$ cat src/rtl/alu_exec_stage.sv
// Execute/writeback stage for the 16-bit ALU. It holds the register file and
// PSW, latches one instruction per cycle and forwards the in-flight result.
module alu_exec_stage #(
  parameter int NREG = 8,
  parameter int DW   = 16,
  localparam int AW  = $clog2(NREG)
) (
  input  logic          clk,
  input  logic          rst,
  input  logic          in_valid,
  output logic          in_ready,
  input  logic [3:0]    in_func,
  input  logic [AW-1:0] in_src,
  input  logic [AW-1:0] in_dst,
  input  logic [DW-1:0] in_imm,
  input  logic          in_imm_sel,
  input  logic          in_wr,
  input  logic          in_flag,
  input  logic          hold,
  output logic [DW-1:0] alu_a,
  output logic [DW-1:0] alu_b,
  output logic [3:0]    alu_func,
  output logic          cin,
  input  logic [DW-1:0] alu_out,
  input  logic          alu_c,
  input  logic          alu_z,
  input  logic          alu_v,
  input  logic          alu_s,
  output logic [3:0]    psw,
  output logic          wb_valid,
  output logic [AW-1:0] wb_addr,
  output logic [DW-1:0] wb_data,
  output logic          div_err,
  input  logic [AW-1:0] dbg_addr,
  output logic [DW-1:0] dbg_data
);

  // Handshake: an instruction transfers on a rising edge where in_valid && in_ready;
  // in_ready is low exactly while hold is high.

  logic [DW-1:0] regs_q [NREG];
  logic [DW-1:0] regs_d [NREG];
  logic [3:0]    psw_q, psw_d;
  logic          e_valid_q, e_valid_d;
  logic [3:0]    e_func_q, e_func_d;
  logic [AW-1:0] e_dst_q, e_dst_d;
  logic          e_wr_q, e_wr_d;
  logic          e_flag_q, e_flag_d;
  logic [DW-1:0] op_a_q, op_a_d;
  logic [DW-1:0] op_b_q, op_b_d;
  logic          wb_valid_q, wb_valid_d;
  logic [AW-1:0] wb_addr_q, wb_addr_d;
  logic [DW-1:0] wb_data_q, wb_data_d;
  logic          div_err_q, div_err_d;

  logic div0;
  logic commit;
  logic commit_now;
  logic fwd_src_hit;
  logic fwd_dst_hit;

  assign div0       = (e_func_q == 4'b1000) && (op_a_q == '0);
  assign commit     = e_valid_q && !hold;
  assign commit_now = commit && !div0;
  // A divide-by-zero never forwards, so its dependents read the unchanged file.
  assign fwd_src_hit = commit_now && e_wr_q && (e_dst_q == in_src);
  assign fwd_dst_hit = commit_now && e_wr_q && (e_dst_q == in_dst);

  always_comb begin
    regs_d     = regs_q;
    psw_d      = psw_q;
    e_valid_d  = e_valid_q;
    e_func_d   = e_func_q;
    e_dst_d    = e_dst_q;
    e_wr_d     = e_wr_q;
    e_flag_d   = e_flag_q;
    op_a_d     = op_a_q;
    op_b_d     = op_b_q;
    wb_valid_d = 1'b0;
    wb_addr_d  = wb_addr_q;
    wb_data_d  = wb_data_q;
    div_err_d  = div_err_q;

    if (commit) begin
      if (div0) begin
        div_err_d = 1'b1;
      end else begin
        if (e_wr_q) begin
          regs_d[e_dst_q] = alu_out;
          wb_valid_d      = 1'b1;
          wb_addr_d       = e_dst_q;
          wb_data_d       = alu_out;
        end
        if (e_flag_q) begin
          psw_d = {alu_c, alu_z, alu_v, alu_s};
        end
      end
    end

    if (!hold) begin
      e_valid_d = in_valid;
      if (in_valid) begin
        e_func_d = in_func;
        e_dst_d  = in_dst;
        e_wr_d   = in_wr;
        e_flag_d = in_flag;
        op_a_d   = in_imm_sel ? in_imm : (fwd_src_hit ? alu_out : regs_q[in_src]);
        op_b_d   = fwd_dst_hit ? alu_out : regs_q[in_dst];
      end
    end
  end

  always_ff @(posedge clk or posedge rst) begin
    if (rst) begin
      for (int i = 0; i < NREG; i++) regs_q[i] <= '0;
      psw_q      <= '0;
      e_valid_q  <= 1'b0;
      e_func_q   <= '0;
      e_dst_q    <= '0;
      e_wr_q     <= 1'b0;
      e_flag_q   <= 1'b0;
      op_a_q     <= '0;
      op_b_q     <= '0;
      wb_valid_q <= 1'b0;
      wb_addr_q  <= '0;
      wb_data_q  <= '0;
      div_err_q  <= 1'b0;
    end else begin
      regs_q     <= regs_d;
      psw_q      <= psw_d;
      e_valid_q  <= e_valid_d;
      e_func_q   <= e_func_d;
      e_dst_q    <= e_dst_d;
      e_wr_q     <= e_wr_d;
      e_flag_q   <= e_flag_d;
      op_a_q     <= op_a_d;
      op_b_q     <= op_b_d;
      wb_valid_q <= wb_valid_d;
      wb_addr_q  <= wb_addr_d;
      wb_data_q  <= wb_data_d;
      div_err_q  <= div_err_d;
    end
  end

  assign in_ready = !hold;
  assign alu_a    = op_a_q;
  assign alu_b    = op_b_q;
  assign alu_func = e_func_q;
  assign cin      = psw_q[3];
  assign psw      = psw_q;
  assign wb_valid = wb_valid_q;
  assign wb_addr  = wb_addr_q;
  assign wb_data  = wb_data_q;
  assign div_err  = div_err_q;
  assign dbg_data = regs_q[dbg_addr];

endmodule

$ cat config.mk
export PLATFORM = sky130hd
export DESIGN_NAME = alu_exec_stage
export DESIGN_NICKNAME = d
export VERILOG_FILES = /design/src/rtl/alu_exec_stage.sv
export SDC_FILE = /design/constraint.sdc
export NUM_CORES = 1
export LEC_CHECK = 0
export ABC_AREA = 0
export CAP_MARGIN = 10
export CORE_MARGIN = 8
export CORE_UTILIZATION = 55
export DETAILED_ROUTE_END_ITERATION = 10
export PLACE_DENSITY = 0.79
export SLEW_MARGIN = 30
export SYNTH_ARGS = -nofsm -noshare
export SYNTH_HDL_FRONTEND = slang
export SYNTH_SLANG_ARGS = --single-unit
$ cat constraint.sdc
create_clock -name clk -period 9.94 [get_ports clk]
set_input_delay 2.982 -clock clk [delete_from_list [all_inputs] [get_ports clk]]
set_output_delay 2.982 -clock clk [all_outputs]
set_load 0.01 [all_outputs]
# Yosys cells after proc, flatten, opt, wreduce, memory -nomap -nowiden
# Cells that the tools add are included.
totals:
  inputBits: 56
  regBits: 195
  out_inout_bits: 79
  elab_cells: 66
classes:
  n_lt_le_gt_ge: 5
  eq_ne: 3
  n_mux: 18
  reduce_logical: 14
  bitwise_logic: 6
op_table:
  columns: ["cell", "n"]
  rows:
  - ["16-bit two-way mux", 10]
  - ["16-bit binary-select mux with 3-bit select", 3]
  - ["128-bit bitwise mux", 1]
  - ["16-bit demux with 3-bit select", 1]
  - ["4-bit >= comparator (second input constant)", 4]
  - ["16-bit zero test", 1]
  - ["3-bit inverter with 4-bit output", 4]
  - ["1-bit logical AND", 7]
  - ["3-bit == test", 2]
  - ["3-bit AND reduction", 2]
  - ["4-bit == test (second input constant)", 1]
  - ["4-bit by 1-bit < comparator with 1-bit output (second input constant)", 1]
  - ["2-bit AND reduction", 2]
  - ["1-bit two-way mux", 3]
  - ["1-bit zero test", 2]
  - ["1-bit inverter", 2]

# Longest topological paths before layout
# Gate-level depths: netlist of the first run.
logic_depth:
  word_depth: 8
  depth_mapped: 8

# Worst setup path after synthesis of the first run
# OpenSTA, ideal clock, no wires.
synth_timing:
  path_kind: "input port to output port"
  startpoint: "input port dbg_addr[0]"
  endpoint: "output port dbg_data[0]"
  path_stages: 4
  arrival_time_ps: 4312
  setup_slack_ps: 2646
  required_time_ps: 6958
  cell_sequence: "clkbuf_1 > buf_2 > mux4_2 > mux2_2"
synth_via:
  elab_chain_len: 4
synth_rtl:
  columns: ["item", "line", "source"]
  rows:
  - ["start, declared", "34", "input logic [AW-1:0] dbg_addr,"]
  - ["3-bit inverter with 4-bit output (implied by the code)", "155", "assign dbg_data = regs_q[dbg_addr];"]
  - ["16-bit binary-select mux with 3-bit select", "155", null]
  - ["16-bit two-way mux (implied by the code) (2 in series)", "155", null]
  - ["end, declared", "35", "output logic [DW-1:0] dbg_data"]
# No other way between the ends. The select of a mux whose other input is x is not followed.

# Worst setup path after layout of the first run
# Same ends and word-level chain as after synthesis.

==> results of run 1 <==
Yosys cell counts:
library cell,count
a21boi_2,1
a21oi_1,22
a31o_2,1
a31oi_1,10
and2_1,1
and3_1,9
buf_1,4
buf_2,19
buf_4,13
buf_6,2
clkbuf_1,48
dfrtp_1,195
inv_1,13
inv_2,1
mux2_1,1
mux2_2,187
mux2i_1,10
mux4_2,84
nand2_1,112
nand2b_1,4
nand3_1,3
nand3_4,4
nand3b_4,4
nor2_1,13
nor2b_1,2
nor3_1,22
nor3_2,1
nor4_1,2
nor4_2,2
nor4b_2,1
o211ai_1,16
o211ai_2,1
o21ai_0,7
o22ai_1,12
o311a_1,10
o31ai_1,16
or2_2,1
xnor2_1,6
flip-flops by register name (all words and copies together), names as in the netlist:
| register | cells |
|---|---|
| alu_b | 16 |
| e_wr_q | 1 |
| alu_a | 16 |
| e_dst_q | 3 |
| wb_addr | 3 |
| div_err | 1 |
| psw | 4 |
| alu_func | 4 |
| regs_q | 128 |
| e_valid_q | 1 |
| e_flag_q | 1 |
| wb_valid | 1 |
| wb_data | 16 |
report_power, final:
part           switching [uW]  internal (uW)
Clock                     319            338
Sequential                193            996
Combinational             328            529
Total                     840           1860
cell type report:
cell class,count,share of cell area
sequential,195,0.376
tap,270,0.0260
multi-input combinational,565,0.443
clock buffer,20,0.0352
clock inverter,12,0.00752
inverter,14,0.00462
timing repair buffer,145,0.108
per-stage QoR:
| stage | area, sq um | setup WS, ns | hold WS, ns | instances |
|---|---|---|---|---|
| floorplan | 11100 | 1.65 | 0.438 | 860 |
| global placement | 12400 | 1.68 | 0.449 | 1189 |
| detailed placement | 12400 | 1.65 | 0.457 | 1189 |
| CTS | 13000 | 1.64 | 0.473 | 1221 |
| global route | 13000 | 1.51 | 0.481 | 1221 |
| finish | 13000 | 1.70 | 0.470 | 1221 |
worst max-delay path: stages:
cell             delay [ns]
buf_2                  0.56
buf_4                  0.39
mux4_2                 0.53
mux2_2                 0.30
clkdlybuf4s50_1        0.49
layer usage:
layer | track usage | share of wire | vias up | routed length [microns]
li1 | - | - | 3381 | -
met1 | 0.343 | 0.41 | 4004 | 12500
met2 | 0.394 | 0.47 | 414 | 14300
met3 | 0.0595 | 0.10 | 44 | 3040
met4 | 0.0766 | 0.017 | 2 | 524
met5 | 0 | 0.00033 | - | 10
worst max-delay path by stage:
stage	start	end	slack (ns)	cells after the start
3_3_place_gp	dbg_addr[0]	dbg_data[0]	1.68	5
4_1_cts	dbg_addr[0]	dbg_data[0]	1.64	5
5_1_grt	dbg_addr[0]	dbg_data[1]	1.51	5
6_report	dbg_addr[0]	dbg_data[0]	1.70	5
2_1_floorplan	rst	alu_a[0]$_DFFE_PP0P_	1.65	1
3_5_place_dp	dbg_addr[0]	dbg_data[0]	1.65	5
kinds of logic (layout without fill, tap and decap cells):
family,count (synthesis),after routing,synth area share
xor+xnor,6,6,0.00475
buf+inv,100,191,0.0418
mux,282,282,0.371
flops,195,195,0.441
simple gates,181,181,0.0825
compound gates,96,96,0.0592
==> results.md, run 1 <==
- Post-Route Skew: 0.00961 ns
- Placement Rows: 52
- Vias in the first global route: 7990
- Worst-Skew Late Latency: 0.44 ns
- Fillcell total: 1445
- Clock Sinks: 195
- Syn Std Cell Area: 11100 sq um
- Final hold vios: 0
- R2R Path End: alu_a[2]$_DFFE_PP0P_
- Setup slack, reg-to-reg: 6.93 ns
- Count of final max-slew check failures: 0
- Startpoint types: input port
- Die area: 24900 sq um
- Final Total Pwr: 2700 uW
- Synth Instances: 860
- Initial core utilization: 0.554
- Commonest cells after routing, fill and taps aside: dfrtp_1, mux2_2, clkdlybuf4s50_1
- Buffers on Ports: 134
- Core box area: 20000 sq um
- Die Wd: 158 microns
- R2R Path Start: alu_a[0]$_DFFE_PP0P_
- Unrepaired setup endpoints after global routing: no
- Die H: 158 microns
- First-pass GRT wire length: 47.5 mm
- PwrDens: 208 nW/um^2
- Yosys cell types: 38
- Setup bufs post-CTS: 0
- Fraction of layout cells with a size suffix above 1: 0.355
- Crit Path Category: input port to output pin
- I/O Pins: 135
- Drt via density: 6.43
- Status: finished, final reports clean
- Post-detailed-route count of antenna-violating nets: 0
- Crit path max fanout: 21
- Number of antenna violations at the first check in global routing: 1
- CTS buffer count: 17
- Post-route DRC violation count: 0
- Tightest Pin Transition: 0.841 ns
- Maximum clock frequency: 0.121 GHz
- Syn Nets: 916
- LEAKAGE: 0.00571 uW
- Grt ovf: 0
- Synth Area per Inst: 12.9 sq um
- Worst hold path type: register to register
- Post-CTS Resized: 0
- DRT Wirelength: 30.4 mm
- Vias: 7845
- P&R area growth vs syn: 17.3%
- Hold EP: div_err$_DFFE_PP0P_
- Arr. time, crit path: 5.26 ns
- Clock Root Buffer: clkbuf_16
- Worst Path Required: 6.96 ns
- Final Setup Violations: 0
- Max_cap viols: 0
- Commonest non-fill, non-tap cell in the layout: dfrtp_1
- Final period util: 0.829
- Initial DRC Count: 743
- H-tree level count: 4
- Storage element area: 4880 sq um
- WHS Path Cells: 1
- CTS clk-pin slew, worst paths: 0.07 ns
- Router iterations before antenna repair: 5
- Clock Path Buffers: 2
- Final min period: 8.24 ns
- Critical Path End Type: output pin
- CTS tree: built
- Max_slew headroom: 0.439
- HP Start: div_err$_DFFE_PP0P_
- Worst R2R Path Depth: 7
- Hold-fix buffers, CTS: 0
- Top post-synthesis cells by area: dfrtp_1, mux2_2, mux4_2
- Gpl congestion: 0.812
- Sequential share of the synthesized area: 0.441
- Multi-input logic area: 5750 sq um
- Gr usage total: 0.252
- Cell taking the most area after synthesis: dfrtp_1
- Final Util: 0.650
- Final setup TNS: 0 ns
- VDD IR max: 0.0000846 V
- WL per Instance: 24.9 microns
- Final HPWL DP: 19.4 mm
- Antenna Cells: 0
- #FFs+latches synth: 195
- Yosys warning total: 0
- Nets: 994
- Synth top area share: 0.441
- Pin count of the biggest net entering global routing: 117
No activity file was read; power rests on OpenSTA's default activity.
==> run 2, diff against run 1 <==
- CORE_UTILIZATION: 55 -> 51
- PLACE_DENSITY: 0.79 -> 0.77
- clock period: 9.94 -> 7.5 ns (I/O delays scaled with it)
==> results.md, run 2 (synthesis results as in run 1) <==
- Placed Instance Area: 12500 sq um (was 12400 sq um)
- Setup bufs post-CTS: 0 (unchanged)
- Nets: 998 (was 994)
- H-tree level count: 4 (unchanged)
- Number of antenna violations at the first check in global routing: 0 (was 1)
- Final setup TNS: 0 ns (unchanged)
- Maximum clock frequency: 0.152 GHz
- I/O Pins: 135 (unchanged)
- CTS tree: built (unchanged)
- Post-route DRC violation count: 0 (unchanged)
- P&R area growth vs syn: 17.9% (was 17.3%)
- Die area: 26700 sq um (was 24900 sq um)
- Post-CTS Resized: 0 (unchanged)
- CTS clk-pin slew, worst paths: 0.07 ns (about the same)
- Worst-Skew Late Latency: 0.43 ns (was 0.44 ns)
- Initial DRC Count: 837 (was 743)
- Router iterations before antenna repair: 6 (was 5)
- PwrDens: 277 nW/um^2 (was 208 nW/um^2)
- Gr usage total: 0.233 (was 0.252)
- Count of final max-slew check failures: 0 (unchanged)
- Post-Route Skew: 0.00804 ns (was 0.00961 ns)
- Max_slew headroom: 0.457 (was 0.439)
- Worst hold path type: register to register (unchanged)
- WHS Path Cells: 2 (was 1)
- Placement Rows: 54 (was 52)
- Drt via density: 6.38 (was 6.43)
- Core box area: 21600 sq um (was 20000 sq um)
- Commonest cells after routing, fill and taps aside: dfrtp_1, mux2_2, clkdlybuf4s50_1 (unchanged)
- Status: finished, final reports clean (unchanged)
- First-pass GRT wire length: 47.9 mm (was 47.5 mm)
- Pin count of the biggest net entering global routing: 104 (was 117)
- Max_cap viols: 0 (unchanged)
- Die H: 163 microns (was 158 microns)
- Most flops, register: regs_q (unchanged)
- Buffers on Ports: 134 (unchanged)
- Vias in the first global route: 7912 (was 7990)
- Max reg flops: 128 (unchanged)
- Final Setup Violations: 0 (unchanged)
- Final period util: 0.874
- Buf/Inv on CP: 3 (unchanged)
- Post-detailed-route count of antenna-violating nets: 0 (unchanged)
- Post-route cell area: 13100 sq um (was 13000 sq um)
- Max stage delay on crit path: 0.54 ns (was 0.56 ns)
- R2R Path End: alu_a[15]$_DFFE_PP0P_ (was alu_a[2]$_DFFE_PP0P_)
- Final HPWL DP: 19.7 mm (was 19.4 mm)
- Clock Root Buffer: clkbuf_16 (unchanged)
- Clock Sinks: 195 (unchanged)
- Grt ovf: 0 (unchanged)
- Setup slack after layout: 0.941 ns (was 1.70 ns)
- Tightest Pin Transition: 0.814 ns (was 0.841 ns)
- Delay-heaviest family, CP: buffers and inverters (unchanged)
- Final Util: 0.606 (was 0.650)
- WL per Instance: 24.4 microns (was 24.9 microns)
- Crit path max fanout: 14 (was 21)
- Hold-fix buffers, CTS: 0 (unchanged)
- R2R Path Start: alu_func[1]$_DFFE_PP0P_ (was alu_a[0]$_DFFE_PP0P_)
- Commonest non-fill, non-tap cell in the layout: dfrtp_1 (unchanged)
- Startpoint types: input port (unchanged)
- Vias: 7878 (was 7845)
- Initial core utilization: 0.514 (was 0.554)
- Setup WS pre-CTS: 0.904 ns (was 1.65 ns)
- HP Start: e_valid_q$_DFFE_PP0N_ (was div_err$_DFFE_PP0P_)
- LEAKAGE: 0.00573 uW (was 0.00571 uW)
- Slowest CP cell: mux4_2 (was buf_2)
- Clock Path Buffers: 2 (unchanged)
- Fraction of layout cells with a size suffix above 1: 0.357 (was 0.355)
- Final hold vios: 0 (unchanged)
- Crit Path Category: input port to output pin (unchanged)
- Setup slack, reg-to-reg: 4.32 ns (was 6.93 ns)
- Worst Path Required: 5.25 ns (was 6.96 ns)
- Critical Path End Type: output pin (unchanged)
- Antenna Cells: 0 (unchanged)
- Arr. time, crit path: 4.31 ns (was 5.26 ns)
- Worst R2R Path Depth: 7 (unchanged)
- Final min period: 6.56 ns
- Die Wd: 163 microns (was 158 microns)
- VDD IR max: 0.000181 V (was 0.0000846 V)
- CTS buffer count: 17 (unchanged)
- CP Cell Sequence: buf_2 > buf_4 > mux4_2 > mux2_2 > clkdlybuf4s50_1 (unchanged)
- Gpl congestion: 0.829 (was 0.812)
- Hold EP: e_valid_q$_DFFE_PP0N_ (was div_err$_DFFE_PP0P_)
- Unrepaired setup endpoints after global routing: no (unchanged)
- DRT Wirelength: 30.2 mm (was 30.4 mm)
==> run 2: cell type report <==
cell class                      instances  area, sq um
Tap cell                              280          350
Timing Repair Buffer                  149         1450
Fill cell                            1645         8500
Clock buffer                           19          443
Multi-Input combinational cell        565         5750
Clock inverter                         12          131
Inverter                               14         56.3
Sequential cell                       195         4880
==> run 2: report_power, final <==
| part | switching, uW | total (uW) | internal [uW] |
|---|---|---|---|
| clock network | 406 | 905 | 499 |
| logic | 429 | 1130 | 703 |
| registers | 262 | 1580 | 1320 |
==> run 2: layer usage <==
layer / vias to the layer above / GRT usage / routed length, microns
li1: 3378 / - / -
met1: 4057 / 0.321 / 13100
met2: 394 / 0.354 / 13800
met3: 49 / 0.0582 / 2650
met4: 0 / 0.0822 / 669
met5: - / 0 / 0
==> run 2: how the worst max path moves through the flow <==
stage                     depth (start not counted)   startpoint          end  slack (ns)
after global placement                            5  dbg_addr[0]  dbg_data[0]        0.93
final                                             5  dbg_addr[0]  dbg_data[6]        0.94
after global routing                              5  dbg_addr[0]  dbg_data[9]        0.80
after floorplan                                   4  dbg_addr[0]  dbg_data[0]        1.67
after detailed placement                          5  dbg_addr[0]  dbg_data[9]        0.90
after CTS                                         5  dbg_addr[0]  dbg_data[6]        0.90
==> run 2: through the flow <==
stage,hold slack [ns],total power (uW),cells
2_1_floorplan,0.438,2250,860
3_3_place_gp,0.451,2680,1203
3_5_place_dp,0.456,2720,1203
4_1_cts,0.472,3630,1234
5_1_grt,0.491,3790,1234
6_report,0.471,3620,1234
==> run 2: worst reg2reg max path: stages, from the launching register on <==
cell and delay (ns):
dfrtp_1 0.42, nor4b_2 0.34, nand3_1 0.21, o211ai_4 0.21
buf_4 0.51, inv_2 0.51, nand2b_1 0.65, o211ai_1 0.18
